===== config.mk =====
export PLATFORM = sky130hd
export DESIGN_NAME = regfile_wb_arbiter
export DESIGN_NICKNAME = d
export VERILOG_FILES = /design/src/rtl/pkg_core.sv /design/src/rtl/wb_res_fifo.sv /design/src/rtl/regfile_wb_arbiter.sv
export SDC_FILE = /design/constraint.sdc
export NUM_CORES = 1
export LEC_CHECK = 0
export BUFFER_PORTS_ARGS = -buffer_cell sky130_fd_sc_hd__buf_4
export CORE_MARGIN = 2
export CORE_UTILIZATION = 45
export CTS_CLUSTER_SIZE = 40
export DETAILED_ROUTE_END_ITERATION = 6
export MAX_ROUTING_LAYER = met4
export PLACE_DENSITY_LB_ADDON = 0.2
export SETUP_SLACK_MARGIN = 0.2
export SYNTH_ARGS = -nofsm -noshare
export SYNTH_HDL_FRONTEND = slang
export SYNTH_HIERARCHICAL = 1
export SYNTH_SLANG_ARGS = --single-unit

===== constraint.sdc =====
create_clock -name clk -period 3.7 [get_ports clk]
set_input_delay 0.74 -clock clk [delete_from_list [all_inputs] [get_ports clk]]
set_output_delay 0.74 -clock clk [all_outputs]
set_load 0.02 [all_outputs]

===== src/rtl/pkg_core.sv =====
// Shared types and widths for the register-file writeback arbiter.
package pkg_core;

  localparam int REG_ADDR_W = 5;
  localparam int DATA_W     = 32;

  // One register-file write: destination register and data.
  typedef struct packed {
    logic [REG_ADDR_W-1:0] rd;
    logic [DATA_W-1:0]     val;
  } wb_req_t;

  // Starvation guard states: RUN lets A win freely, FORCE holds the pipeline
  // off the write port until the blocked B head is written.
  typedef enum logic {
    ST_RUN   = 1'b0,
    ST_FORCE = 1'b1
  } starve_state_e;

endpackage


===== src/rtl/wb_res_fifo.sv =====
// Small in-order buffer of long-latency results waiting for a free write slot.
// Each entry carries a valid bit so a younger pipeline write to the same
// register can kill it in place without disturbing FIFO order. A killed entry
// still occupies its slot until it reaches the head and is popped.
module wb_res_fifo
  import pkg_core::*;
#(
  parameter int DEPTH = 2
) (
  input  logic                  clk,
  input  logic                  rst,
  input  logic                  push_en,
  input  wb_req_t               push_req,
  input  logic                  pop_en,
  input  logic                  kill_en,
  input  logic [REG_ADDR_W-1:0] kill_rd,
  input  logic [REG_ADDR_W-1:0] match_rd,
  output logic                  match_any,
  output logic                  full,
  output logic                  empty,
  output logic                  head_valid,
  output wb_req_t               head_req
);

  localparam int PTR_W = $clog2(DEPTH);
  localparam int CNT_W = $clog2(DEPTH + 1);
  localparam logic [PTR_W-1:0] PTR_ONE  = PTR_W'(1);
  localparam logic [CNT_W-1:0] CNT_ONE  = CNT_W'(1);
  localparam logic [CNT_W-1:0] CNT_FULL = CNT_W'(DEPTH);

  logic [DEPTH-1:0] valid_q, valid_d;
  wb_req_t          data_q [DEPTH];
  wb_req_t          data_d [DEPTH];
  logic [PTR_W-1:0] wr_ptr_q, wr_ptr_d;
  logic [PTR_W-1:0] rd_ptr_q, rd_ptr_d;
  logic [CNT_W-1:0] count_q, count_d;

  assign full       = (count_q == CNT_FULL);
  assign empty      = (count_q == '0);
  assign head_valid = valid_q[rd_ptr_q];
  assign head_req   = data_q[rd_ptr_q];

  // Any live entry targeting the queried register (register 0 never matches).
  always_comb begin
    match_any = 1'b0;
    for (int i = 0; i < DEPTH; i++) begin
      if (valid_q[i] && (data_q[i].rd == match_rd)) match_any = 1'b1;
    end
    if (match_rd == '0) match_any = 1'b0;
  end

  // Next-state: kill matching entries, pop the head, append the new entry.
  always_comb begin
    valid_d  = valid_q;
    data_d   = data_q;
    wr_ptr_d = wr_ptr_q;
    rd_ptr_d = rd_ptr_q;
    count_d  = count_q;
    if (kill_en) begin
      for (int i = 0; i < DEPTH; i++) begin
        if (data_q[i].rd == kill_rd) valid_d[i] = 1'b0;
      end
    end
    if (pop_en) begin
      valid_d[rd_ptr_q] = 1'b0;
      rd_ptr_d          = rd_ptr_q + PTR_ONE;
    end
    if (push_en) begin
      valid_d[wr_ptr_q] = 1'b1;
      data_d[wr_ptr_q]  = push_req;
      wr_ptr_d          = wr_ptr_q + PTR_ONE;
    end
    case ({push_en, pop_en})
      2'b10:   count_d = count_q + CNT_ONE;
      2'b01:   count_d = count_q - CNT_ONE;
      default: count_d = count_q;
    endcase
  end

  // Control state; reset empties the buffer and drops every entry.
  always_ff @(posedge clk or negedge rst) begin
    if (!rst) begin
      valid_q  <= '0;
      wr_ptr_q <= '0;
      rd_ptr_q <= '0;
      count_q  <= '0;
    end else begin
      valid_q  <= valid_d;
      wr_ptr_q <= wr_ptr_d;
      rd_ptr_q <= rd_ptr_d;
      count_q  <= count_d;
    end
  end

  // Payload storage; only meaningful where the matching valid bit is set.
  always_ff @(posedge clk) begin
    data_q <= data_d;
  end

endmodule


===== src/rtl/regfile_wb_arbiter.sv =====
// Arbitrates the single register-file write port between the pipeline
// writeback stage (A, always wins) and buffered long-latency results (B).
// Optional starvation guard enabled by defining WB_ARB_STARVE_EN; without it
// stall_pipe is tied low and B drains only in cycles where a_rd == 0.
//
// B handshake: a B result transfers on a rising edge where b_valid && b_ready
// are both high; b_ready depends only on registered occupancy, so a pop in the
// same cycle never raises it early. Results to r0, or to the register A is
// writing in that same cycle, are accepted but not stored.
module regfile_wb_arbiter
  import pkg_core::*;
#(
  parameter int DEPTH        = 2,
  parameter int STARVE_LIMIT = 8
) (
  input  logic                  clk,
  input  logic                  rst,
  input  logic [REG_ADDR_W-1:0] a_rd,
  input  logic [DATA_W-1:0]     a_val,
  input  logic                  b_valid,
  output logic                  b_ready,
  input  logic [REG_ADDR_W-1:0] b_rd,
  input  logic [DATA_W-1:0]     b_val,
  input  logic [REG_ADDR_W-1:0] q_rd,
  output logic                  q_hit,
  output logic                  stall_pipe,
  output logic [REG_ADDR_W-1:0] reg_addr,
  output logic [DATA_W-1:0]     reg_din,
  output logic                  reg_we
);

  if (DEPTH < 2 || DEPTH > 8 || (DEPTH & (DEPTH - 1)) != 0) begin : g_bad_depth
    $error("regfile_wb_arbiter: DEPTH must be a power of two in 2..8");
  end
  if (STARVE_LIMIT < 1 || STARVE_LIMIT > 255) begin : g_bad_limit
    $error("regfile_wb_arbiter: STARVE_LIMIT must be in 1..255");
  end

  logic    sel_a, pop_en, push_en, accept;
  logic    fifo_full, fifo_empty, head_valid;
  wb_req_t head_req, push_req;

  logic [REG_ADDR_W-1:0] reg_addr_q, reg_addr_d;
  logic [DATA_W-1:0]     reg_din_q, reg_din_d;
  logic                  reg_we_q, reg_we_d;

  assign b_ready  = !fifo_full;
  assign accept   = b_valid && b_ready;
  assign sel_a    = (a_rd != '0);
  assign pop_en   = !sel_a && !fifo_empty;
  // An incoming B is older than a same-cycle A write to its register.
  assign push_en  = accept && (b_rd != '0) && !(sel_a && (b_rd == a_rd));
  assign push_req = '{rd: b_rd, val: b_val};

  wb_res_fifo #(.DEPTH(DEPTH)) u_fifo (
    .clk        (clk),
    .rst        (rst),
    .push_en    (push_en),
    .push_req   (push_req),
    .pop_en     (pop_en),
    .kill_en    (sel_a),
    .kill_rd    (a_rd),
    .match_rd   (q_rd),
    .match_any  (q_hit),
    .full       (fifo_full),
    .empty      (fifo_empty),
    .head_valid (head_valid),
    .head_req   (head_req)
  );

  // Write-port selection: A first, then a live FIFO head, otherwise idle.
  always_comb begin
    reg_we_d   = 1'b0;
    reg_addr_d = '0;
    reg_din_d  = '0;
    if (sel_a) begin
      reg_we_d   = 1'b1;
      reg_addr_d = a_rd;
      reg_din_d  = a_val;
    end else if (pop_en && head_valid) begin
      reg_we_d   = 1'b1;
      reg_addr_d = head_req.rd;
      reg_din_d  = head_req.val;
    end
  end

  // Registered write port.
  always_ff @(posedge clk or negedge rst) begin
    if (!rst) begin
      reg_we_q   <= 1'b0;
      reg_addr_q <= '0;
      reg_din_q  <= '0;
    end else begin
      reg_we_q   <= reg_we_d;
      reg_addr_q <= reg_addr_d;
      reg_din_q  <= reg_din_d;
    end
  end

  assign reg_we   = reg_we_q;
  assign reg_addr = reg_addr_q;
  assign reg_din  = reg_din_q;

`ifdef WB_ARB_STARVE_EN
  starve_state_e state_q;
  logic [7:0]    starve_cnt_q;
  logic          stall_pipe_q;

  // Starvation FSM: count cycles a live head loses to A; at the limit, stall
  // the pipeline until a free slot writes the head.
  always_ff @(posedge clk or negedge rst) begin
    if (!rst) begin
      state_q      <= ST_RUN;
      starve_cnt_q <= '0;
      stall_pipe_q <= 1'b0;
    end else begin
      case (state_q)
        ST_RUN: begin
          if (sel_a && !fifo_empty && head_valid) begin
            starve_cnt_q <= starve_cnt_q + 8'd1;
            if (starve_cnt_q == 8'(STARVE_LIMIT - 1)) begin
              state_q      <= ST_FORCE;
              stall_pipe_q <= 1'b1;
            end
          end else if (pop_en || fifo_empty) begin
            starve_cnt_q <= '0;
          end
        end
        ST_FORCE: begin
          // A still wins if the pipeline ignores the stall.
          if (!sel_a) begin
            state_q      <= ST_RUN;
            starve_cnt_q <= '0;
            stall_pipe_q <= 1'b0;
          end
        end
        default: begin
          state_q      <= ST_RUN;
          starve_cnt_q <= '0;
          stall_pipe_q <= 1'b0;
        end
      endcase
    end
  end

  assign stall_pipe = stall_pipe_q;
`else
  assign stall_pipe = 1'b0;
`endif

endmodule

Yosys cells after proc, flatten, opt, wreduce, memory -nomap -nowiden:

Cells that the tools add are included.

* flip-flop bits (word level): 118
* input bits: 82
* output and inout bits: 41
* logic and storage cells: 82

* add/subtract/negate cells: 4
* order comparisons: 7
* eq/ne operators: 8
* mux-type cells: 27
* bitwise operators: 5
* reduce and logical (&&, ||, !) cells: 20

Operators with widths (number)
* two-way mux 37 bit: 4
* bitwise mux 74 bit: 1
* two-way mux 32 bit: 2
* demux 37 bit (select 1 bit): 1
* == test 5 bit: 5
* logical AND 1 bit: 11
* two-way mux 1 bit: 11
* two-way mux 5 bit: 2
* nonzero test 5 bit: 2
* two-way mux 2 bit: 3
* logical NOT 5 bit: 1
* == test 2 bit (second input constant): 2
* >= comparator 2 bit (second input constant): 2
* logical NOT 1 bit: 4
* less-than comparator 1 x 2 -> 1 bit (second input constant): 2
* inverter 1 -> 2 bit: 2
* case mux 2 bit (2 select lines): 1
* adder 1 bit (second input constant): 2
* adder 2 x 1 -> 2 bit (second input constant): 1
* AND 2 bit: 1
* demux 1 bit (select 1 bit): 2
* == test 2 x 1 -> 1 bit (second input constant): 1
* >= comparator 1 bit (second input constant): 2
* logical NOT 2 bit: 1
* other kinds (5): 5

Depth between registers and ports, before layout:

Gate-level depths: netlist of run 1.

* word-level depth: 9
* depth in mapped cells: 11
* gate-level depth less buffers: 9

Cells and area by module:

Netlist of run 1, hierarchy kept.

By module, submodules not included
* wb_res_fifo: times used 1, cells each 169, area each 3168.0 µm², seq. area each 2372.3 µm²
* regfile_wb_arbiter: times used 1, cells each 173, area each 1672.9 µm², seq. area each 950.9 µm²

Least setup slack after synthesis of run 1:

Ideal clock, no wire load.

* path type: input to register
* start point: in a_rd[3]
* end point: reg u_fifo/data_q[37] in the netlist's numbering (enable)
* library setup time: 0.433 ns
* arrival time: 3.605 ns
* required time: 3.267 ns
* slack: -0.338 ns
* stages on the path: 8
* path buffers: 2
* path through: or4_4 -> buf_6 -> nor2_8 -> inv_4 -> buf_6 -> a31oi_1 -> inv_1 -> nor2_1

* longest elaborated chain between the ends: 4
* elaborated cells between the ends (all ways): 5
* those cells by class: eq/ne: 1; reduce/logical: 4

Ends and longest elaborated chain
* start, declared: RTL line regfile_wb_arbiter.sv:18 `input logic [REG_ADDR_W-1:0] a_rd,`
* nonzero test 5 bit: RTL line regfile_wb_arbiter.sv:49 `assign sel_a = (a_rd != '0);`
* via sel_a: RTL line regfile_wb_arbiter.sv:39 `logic sel_a, pop_en, push_en, accept;`
* logical AND 1 bit: RTL line regfile_wb_arbiter.sv:52 `assign push_en = accept && (b_rd != '0) && !(sel_a && (b_rd == a_rd));`
* logical NOT 1 bit: RTL line regfile_wb_arbiter.sv:52
* logical AND 1 bit: RTL line regfile_wb_arbiter.sv:52
* via push_en: RTL line regfile_wb_arbiter.sv:39
* end signal, assigned: RTL line wb_res_fifo.sv:97 `data_q <= data_d;`
* end, declared: RTL line wb_res_fifo.sv:32 `wb_req_t data_q [DEPTH];`

The timed path passes the listed nets, and every way through them passes these cells.
A chain may end at the register's enable or synchronous reset.

Final worst setup path of run 1:

* start point: in a_rd[3]
* end point: reg u_fifo/data_q[50] in the netlist's numbering (enable)

* longest elaborated chain between the ends: 4
* elaborated cells between the ends (all ways): 5
* those cells by class: eq/ne: 1; reduce/logical: 4

Ends and longest elaborated chain (RTL line)
* == test 5 bit or nonzero test 5 bit (tied branches): regfile_wb_arbiter.sv:52, regfile_wb_arbiter.sv:49
* logical AND 1 bit (*): regfile_wb_arbiter.sv:52
* logical NOT 1 bit (*): regfile_wb_arbiter.sv:52
* logical AND 1 bit (*): regfile_wb_arbiter.sv:52
* via push_en: regfile_wb_arbiter.sv:39

The timed path passes the listed nets; every way through them passes the cells marked *.

==> results of run 1 <==
how the worst max path moves through the flow:
stage,start,endpoint,slack (ps),cells after the start
4_1_cts,a_rd[3],u_fifo/data_q[50]$_DFFE_PP_,910,8
5_1_grt,a_rd[3],u_fifo/data_q[51]$_DFFE_PP_,760,8
6_report,a_rd[3],u_fifo/data_q[50]$_DFFE_PP_,900,8
2_1_floorplan,a_rd[3],u_fifo/data_q[37]$_DFFE_PP_,280,8
3_5_place_dp,a_rd[3],u_fifo/data_q[45]$_DFFE_PP_,380,8
3_3_place_gp,a_rd[3],u_fifo/data_q[6]$_DFFE_PP_,460,7
metal layers:
| layer | up-vias | track usage, % | share of wire [%] |
|---|---|---|---|
| li1 | 1491 | - | - |
| met1 | 1552 | 25.70 | 43 |
| met2 | 104 | 31.99 | 51 |
| met3 | 14 | 5.630 | 4.5 |
| met4 | 0 | 6.868 | 1.5 |
| met5 | - | - | 0 |
area by class of cell:
type	count	share of cell area, %
clock buffers	17	6.395
clock inverters	15	3.149
flip-flops and latches	118	51.33
well taps	136	2.628
multi-input cells	201	21.60
inverters	3	0.2125
repair buffers	125	14.68
critical path: cells and delay by family:
family,cells,cell delay [ps]
compound gates,1,320
simple gates,3,1050
buf+inv,4,830
state kept, by name, summed over array words and instances, names as in the netlist:
signal	count
reg_din	32
reg_addr	5
reg_we	1
u_fifo/count_q	2
u_fifo/wr_ptr_q	1
u_fifo/rd_ptr_q	1
u_fifo/data_q	74
u_fifo/valid_q	2
logic make-up after synthesis:
| logic type | Yosys count | synth area share (%) |
|---|---|---|
| xor gates and xnor gates | 30 | 5.428 |
| adders and majority gates | 1 | 0.2584 |
| DFF | 118 | 68.65 |
| muxes | 38 | 8.839 |
| other | 1 | 0.07747 |
| and+or+nand+nor | 57 | 5.686 |
| AOI/OAI and AO/OA | 74 | 8.271 |
| buffers and inverters | 23 | 2.792 |
where the power goes:
part | internal (mW) | switching [mW]
clock | 1.10 | 0.602
combinational | 0.450 | 0.590
sequential | 1.68 | 0.0948
cells in the final DEF (no fill, tap or decap), drive strengths merged:
cell type and n:
o211ai 1, nor4 4, a21oi 1, xor2 24
o21ai 64, dfrtp 44, edfxtp 74, ha 1
xnor2 6, and2 1, nand3 4, conb 1
nor3 1, buf 125, clkinvlp 6, nor2 7
nand2 33, clkinv 3, mux2 38, clkbuf 17
a31oi 1, a31o 7, inv 5, nor2b 2
nand2b 1, bufinv 4, or3 1, or4 3
==> impl_results.md, run 1 <==
- Final Util: between 60% and 70%
- Reg2reg start: u_fifo/count_q[1]$_DFFE_PN0P_
- Yosys cell types: 32
- Post-synth EDFFs: 74
- Top post-synthesis cells by count: edfxtp_1 (74), dfrtp_1 (44), mux2_2 (38), o21ai_0 (37), nand2_1 (33)
- Dpl ws: between 300 and 400 ps
- Clk_lat worst skew: 520 ps
- Area Overhead vs Synth: 33.78%
- Leak: around 2.6 nW
- DR iter-0 viols: 150
- Post-Syn Area: ~4800 um^2
- Vias in the first global route: 3,248
- Overall Global Routing Usage: around a fifth
- Post-CTS Resized: 0
- Starting Density: 46.68%
- Ports: around 120
- Gpl congestion: about 0.87
- Share of cells above drive strength 1: between 40% and 50%
- Die X: between 100 and 150 um
- Post-Layout Cell Count: between 600 and 700
- Clk buf depth: 2
- Port bufs: 121
- Status: finished clean
- WL final: 10.73 mm
- Top cell type's share of synthesized area: between 40% and 50%
- Ant. Diodes: 0
- Crit-path max cell delay: approximately 730 ps
- YS warnings: 6
- Clk_skew: slightly above 8 ps
- Endpoints failing setup: 0
- Vias: about 3,200
- Largest net degree at the start of global routing: 45
- Die Height: around 110 um
- Worst vdd ir: between 0.3 and 0.4 mV
- Final Power: between 4 and 5 mW
- Fin. max-slew vios: 0
- Root Driver: clkbuf_8
- Hold_ws: ~210 ps
- Overflow after GRT: 0
- Critical Path RT: about 3900 ps
- CTS hold repair buffers: 0
- Crit-path slowest cell: or4_4
- R2R Path End: u_fifo/data_q[50]$_DFFE_PP_
- Area of the multi-input gates: approximately 1400 um^2
- Clock slew at reported path FFs: roughly 60 ps
- Tightest Pin Transition: between 900 and 1000 ps
- CP max FO: 36
- RSZ-0062 raised after global routing: false
- Worst R2R Setup Slack: 1670 ps
- Largest area contributor in the netlist: edfxtp_1
- Reg area: ~3300 um^2
- Site Rows: 37
- Endpoints failing hold: 0
- TritonCTS clock tree: built
- Arrival @ worst endpoint: between 2000 and 3000 ps
- Count leader, synth: edfxtp_1
- Postcts setup bufs: 0
- Initial antenna violation count: 0
- Area post-placement: around 6000 um^2
- Setup TNS: 0 ps
- Register area share after synthesis: about two thirds
- Final Cell Area: between 6000 and 7000 um^2
- Core area: approximately 10,000 um^2
- Syn avg cell area: approximately 14 um^2
- Relative max-transition margin: between 30% and 40%
- Fin crit share: between 70 and 80%
- Max Cap Viol: 0
- H-tree Lvls: 4
- Post-DP HPWL: approximately 6.8 mm
- Routed Antenna Nets: 0
- CP Launch Type: input port
- Nature of the critical path endpoint: register
- Hold crit path type: in -> async
- Post-synthesis instance total: around 340
- Cells on worst reg2reg path: 7
- Cell mode on critical path: buf_4
- Die area: approximately 12,000 um^2
- Fill cell count: between 800 and 900
- Fin worst setup slack: 904.5 ps
- # DRC: 0
- TritonCTS Buffers: 17
- First-pass GRT wire length: 17.06 mm
- Synth async-reset ratio: a little under two fifths
- Final Critical Period: 2796 ps
- Nets: around 550
- DR pass1 iterations: 5
- Routed length per instance: between 15 and 20 um
- Clock Sinks: between 100 and 150
- Critical path class: in -> reg
- Synth top area cells: edfxtp_1 (46%), dfrtp_1 (23%), mux2_2 (8.8%)
- Placed Instances: a little under 600
- Via/cell ratio: roughly 5.1
- Max Freq: between 300 and 400 MHz
- Seq cells post-synth: ~120
- Syn_nets: approximately 430
- Crit-path cells: buf_4 -> or4_4 -> nor2_8 -> inv_4 -> a31oi_1 -> inv_1 -> nor2_4 -> buf_4
- Top FF cell, synth: edfxtp_1
- P per Cell Area: 696.1 nW/um^2
No activity file was read; power rests on OpenSTA's default activity.
==> inputs of run 2 (changes only) <==
Clock period 3.7 ns to 2.6 ns, I/O delays scaled along.
==> impl_results.md, run 2 (synthesis results as in run 1) <==
- # DRC: 0 (unchanged)
- Endpoints failing hold: 0 (unchanged)
- Vias in the first global route: 3,325 (+2.4%)
- Reg area: 3324 um^2 (unchanged)
- Starting Density: 46.68% (unchanged)
- Ports: 123 (unchanged)
- Final Power: 6.246 mW (+39%)
- Fill cell count: 789 (-3.4%)
- Relative max-transition margin: 60.26% (+23 points)
- Clock slew at reported path FFs: 60 ps (about the same)
- Dpl ws: 139.3 ps (-238.7 ps)
- Vias: 3,209 (+1.5%)
- Clk_lat worst skew: 510 ps (about the same)
- Post-Layout Cell Count: 624 (+1.5%)
- Hold_ws: 11.48 ps (-202.6 ps)
- Fin worst setup slack: 235.9 ps (-668.5 ps)
- Die area: 11,600 um^2 (unchanged)
- Uppermost layer routed: met4
- Max Cap Viol: 0 (unchanged)
- Clk_skew: 10.55 ps (+2.349 ps)
- Tightest Pin Transition: 596.1 ps (-338.2 ps)
- Arrival @ worst endpoint: 1840 ps (-1130 ps)
- Critical path class: reg -> out
- Met2 WL: 5.586 mm (+1.8%)
- Die Height: 107.7 um (unchanged)
- Max Freq: about 420 MHz
- Fin. max-slew vios: 0 (unchanged)
- Clock Sinks: 118 (unchanged)
- Site Rows: 37 (unchanged)
- Nets: 558 (+1.6%)
- Endpoints failing setup: 0 (unchanged)
- Routed Antenna Nets: 0 (unchanged)
- DR pass1 iterations: 4 (-1)
- Max FFs per register: 74 (unchanged)
- Port bufs: 121 (unchanged)
- Overall Global Routing Usage: 20.13% (-0.23 points)
- Status: finished clean
- Met3 routed WL: 749 um (+56%)
- Via/cell ratio: 5.143 (about the same)
- Core area: 10,370 um^2 (unchanged)
- H-tree Lvls: 4 (unchanged)
- Fin crit share: 90.93%
- Routed length per instance: 17.49 um (+0.21%)
- Area Overhead vs Synth: 35.10%
- Largest Register: u_fifo/data_q
- Placed Instances: 589 (+1.0%)
- TritonCTS clock tree: built
- Share of cells above drive strength 1: 45.08% (+1.9 points)
- Overflow after GRT: 0 (unchanged)
- Crit-path max cell delay: 430 ps (-300 ps)
- Worst vdd ir: 0.6549 mV (+78%)
- Most frequent cells in the layout: buf_4 (130), edfxtp_1 (74), dfrtp_1 (43)
- Area of the multi-input gates: 1418 um^2 (+1.3%)
- Ant. Diodes: 0 (unchanged)
- DR iter-0 viols: 159 (+6.0%)
- Post-DP HPWL: 7.251 mm (+6.4%)
- CP max FO: 3 (-92%)
- Critical Path RT: 2080 ps (-1790 ps)
- Crit-path slowest cell: edfxtp_1
- Gpl congestion: 0.7996 (-8.5%)
- Root Driver: clkbuf_8
- Commonest non-fill, non-tap cell in the layout: buf_4
- Largest net degree at the start of global routing: 45 (unchanged)
- CP Launch Type: register
- Final Critical Period: 2364 ps
- Leak: 2.634 nW (+1.4%)
- P per Cell Area: 955.1 nW/um^2 (+37%)
- RSZ-0062 raised after global routing: true
- First-pass GRT wire length: 16.82 mm (-1.4%)
- Clk buf depth: 2 (unchanged)
- Hold crit path type: in -> async
- Metal-1 WL: 4.459 mm (-3.1%)
- Setup TNS: 0 ps (unchanged)
- Initial antenna violation count: 0 (unchanged)
- Crit-path cells: xor2_1 -> nor4_1 -> nand3_1 -> a21oi_2 -> buf_4
- Nature of the critical path endpoint: output pin
- TritonCTS Buffers: 17 (unchanged)
- Die X: 107.7 um (unchanged)
- WL final: 10.91 mm (+1.7%)
run 2: cell types whose count changed in the layout (fill, tap and decap cells not counted), moves of 2 or more:
cell,delta
bufinv_16,-3
buf_12,+3
inv_6,+4
buf_4,+6
clkinvlp_4,-2
run 2: critical path: cells and delay by family, from the launching register on:
family | cells | cell delay (ps)
xor gates and xnor gates | 1 | 190
AOI/OAI and AO/OA | 1 | 150
and+or+nand+nor | 2 | 420
DFF | 1 | 430
buffers and inverters | 1 | 150
run 2: what timing repair did:
item,4_1_cts,5_1_grt
resized for setup,0,1
hold buffers,0,0
setup endpoints to repair,0,1
setup buffers,0,3
run 2: layout make-up:
type                            count  share of cell area [%]
Clock buffer                       17                   6.333
Clock inverter                     15                   2.200
Inverter                            3                  0.2104
Multi-Input combinational cell    201                   21.68
Sequential cell                   118                   50.83
Tap cell                          136                   2.602
Timing Repair Buffer              134                   16.15
run 2: worst paths after layout:
| path | startpoint | to | slack, ps | depth (start not counted) |
|---|---|---|---|---|
| min | rst | reg_din[26]$_DFF_PN0_ | 10 | 1 |
| max in group asynchronous | rst | u_fifo/rd_ptr_q$_DFFE_PN0P_ | 2150 | 1 |
| max | u_fifo/data_q[32]$_DFFE_PP_ | q_hit | 240 | 5 |
| max reg2reg | u_fifo/count_q[1]$_DFFE_PN0P_ | u_fifo/count_q[1]$_DFFE_PN0P_ | 800 | 9 |
| min in group clk | b_val[26] | u_fifo/data_q[63]$_DFFE_PP_ | 190 | 1 |
| min reg2reg | u_fifo/count_q[1]$_DFFE_PN0P_ | u_fifo/count_q[1]$_DFFE_PN0P_ | 500 | 1 |
run 2: through the flow:
step                      utilization (%)  area [um^2]
after floorplan                         -         4865
after global placement              57.43         5956
after detailed placement            57.43         5956
after CTS                           62.81         6514
after global routing                63.07         6540
final                               63.07         6540
run 2: report_power, final:
part | switching, mW | total, mW | internal [mW]
registers | 0.131 | 2.51 | 2.38
logic | 0.861 | 1.57 | 0.714
clock network | 0.874 | 2.16 | 1.28
total | 1.87 | 6.25 | 4.38
run 2: routing by layer:
metal / up-vias / track usage [%]
met5: - / -
met4: 0 / 6.685
met3: 11 / 5.327
met2: 124 / 33.11
met1: 1568 / 24.27
li1: 1506 / -
==> inputs of run 3 (changes only) <==
Settings changed: HOLD_SLACK_MARGIN from default to 0.06.
==> impl_results.md, run 3 (synthesis results as in run 1) <==
- Status: finished clean
- Worst R2R Setup Slack: 800 ps (about the same)
- Post-DP HPWL: 7.251 mm (unchanged)
- Routed length per instance: 17.50 um (about the same)
- Clock Sinks: 118 (unchanged)
- Hold depth: 1
- Overflow after GRT: 0 (unchanged)
- CP Launch Type: register
- Fill cell count: 789 (unchanged)
- Arrival @ worst endpoint: 1850 ps (about the same)
- WL final: 10.94 mm (+0.25%)
- Reg2reg start: u_fifo/count_q[1]$_DFFE_PN0P_
- Clock slew at reported path FFs: 60 ps (about the same)
- Hold crit path type: in -> reg
- Commonest non-fill, non-tap cell in the layout: buf_4
- Worst Hold Endpoint: u_fifo/data_q[63]$_DFFE_PP_
- Fin worst setup slack: 234.6 ps (-1.382 ps)
- Max Cap Viol: 0 (unchanged)
- Ant. Diodes: 0 (unchanged)
- Critical Path RT: 2080 ps (about the same)
- Nature of the critical path endpoint: output pin
- Max FFs per register: 74 (unchanged)
- H-tree Lvls: 4 (unchanged)
- HP Start: b_val[26]
- Dpl ws: 139.3 ps (unchanged)
- Core area: 10,370 um^2 (unchanged)
- Starting Density: 46.68% (unchanged)
- Die X: 107.7 um (unchanged)
- Overall Global Routing Usage: 20.21% (+0.081 points)
- Endpoints failing setup: 0 (unchanged)
- TritonCTS clock tree: built
- Vias in the first global route: 3,335 (+0.30%)
- Final Util: 63.16% (+0.096 points)
- Share of cells above drive strength 1: 44.99% (-0.092 points)
- CP max FO: 3 (unchanged)
- Final Critical Period: 2365 ps (+1.382 ps)
- Gpl congestion: 0.7996 (unchanged)
- Port bufs: 121 (unchanged)
- Final Cell Area: 6550 um^2 (+0.15%)
- Nets: 559 (+0.18%)
- Routed Antenna Nets: 0 (unchanged)
- Root Driver: clkbuf_8
- DR pass1 iterations: 4 (unchanged)
- Vias: 3,223 (+0.44%)
- Max Freq: 422.8 MHz (about the same)
- Relative max-transition margin: 60.39% (+0.13 points)
- RSZ-0062 raised after global routing: true
- P per Cell Area: 953.8 nW/um^2 (-0.13%)
- Clk buf depth: 2 (unchanged)
- Tightest Pin Transition: 594.1 ps (-1.919 ps)
- Worst vdd ir: 0.6541 mV (-0.12%)
- Area Overhead vs Synth: 35.31%
- Initial antenna violation count: 0 (unchanged)
- Site Rows: 37 (unchanged)
- Area post-placement: 5956 um^2 (unchanged)
- Die area: 11,600 um^2 (unchanged)
- Largest Register: u_fifo/data_q
- Fin crit share: 90.98% (about the same)
- Ports: 123 (unchanged)
- Via/cell ratio: 5.157 (+0.28%)
- Cells on worst reg2reg path: 9 (unchanged)
- Most frequent cells in the layout: buf_4 (130), edfxtp_1 (74), dfrtp_1 (43)
- Endpoints failing hold: 0 (unchanged)
- TritonCTS Buffers: 17 (unchanged)
- # DRC: 0 (unchanged)
- Hold_ws: 195.2 ps (+183.7 ps)
- Clk_lat worst skew: 510 ps (about the same)
- DR iter-0 viols: 157 (-1.3%)
- Clk_skew: 9.003 ps (-1.545 ps)
- R2R Path End: u_fifo/count_q[1]$_DFFE_PN0P_
- Fin. max-slew vios: 0 (unchanged)
- Die Height: 107.7 um (unchanged)
- Critical path class: reg -> out
- Largest net degree at the start of global routing: 45 (unchanged)
- First-pass GRT wire length: 16.88 mm (+0.33%)
- Leak: 2.638 nW (+0.16%)
## run 3: cell types whose count changed in the layout (fill, tap and decap cells not counted), sizes merged
cell,change
dlygate4sd3,+1
## run 3: how the worst max path moves through the flow
stage,startpoint,end,slack [ps],depth (start not counted)
after floorplan,a_rd[3],u_fifo/data_q[37]$_DFFE_PP_,-100,8
after global placement,a_rd[3],u_fifo/data_q[65]$_DFFE_PP_,180,8
after detailed placement,a_rd[3],u_fifo/count_q[1]$_DFFE_PN0P_,140,10
after CTS,u_fifo/data_q[32]$_DFFE_PP_,q_hit,210,5
after global routing,u_fifo/data_q[32]$_DFFE_PP_,q_hit,140,5
final,u_fifo/data_q[32]$_DFFE_PP_,q_hit,230,5
## run 3: metrics by stage
stage,setup TNS [ps],instances,power [mW]
global placement,0,589,4.098
global route,0,625,6.565
floorplan,-4358,342,3.534
CTS,0,622,6.290
detailed placement,0,589,4.121
finish,0,625,6.248
## run 3: worst max-delay path, cell delays in order, from the launching register on
cell	delay, ps
edfxtp_1	440
xor2_1	190
nor4_1	290
nand3_1	130
a21oi_2	150
buf_4	150
## run 3: area by class of cell
cell class              count  area (um^2)  area share [%]
clock buffers              17        414.1           6.323
clock inverters            15        143.9           2.197
inverters                   3        13.76          0.2101
multi-input cells         201         1418           21.64
flip-flops and latches    118         3324           50.75
well taps                 136        170.2           2.598
repair buffers            135         1066           16.28
## run 3: routing by layer
layer | vias to the layer above | part of all wire, % | track usage (%)
met3 | 11 | 6.4 | 5.327
met4 | 0 | 1.1 | 6.685
met2 | 135 | 51 | 33.38
met1 | 1570 | 41 | 24.27
met5 | - | 0 | -
li1 | 1507 | - | -
## run 3: repair_timing
item / in CTS / in global routing
buffers inserted: 0 / 3
endpoints found under the setup margin: 0 / 1
gates resized for setup: 0 / 1
hold buffers: 1 / 0
hold endpoints to repair: 44 / 0
## run 3: report_power, final
| part | leakage [nW] | switching [mW] | internal, mW |
|---|---|---|---|
| registers | 1.19 | 0.131 | 2.38 |
| clock network | 0.263 | 0.874 | 1.28 |
| logic | 1.18 | 0.860 | 0.715 |
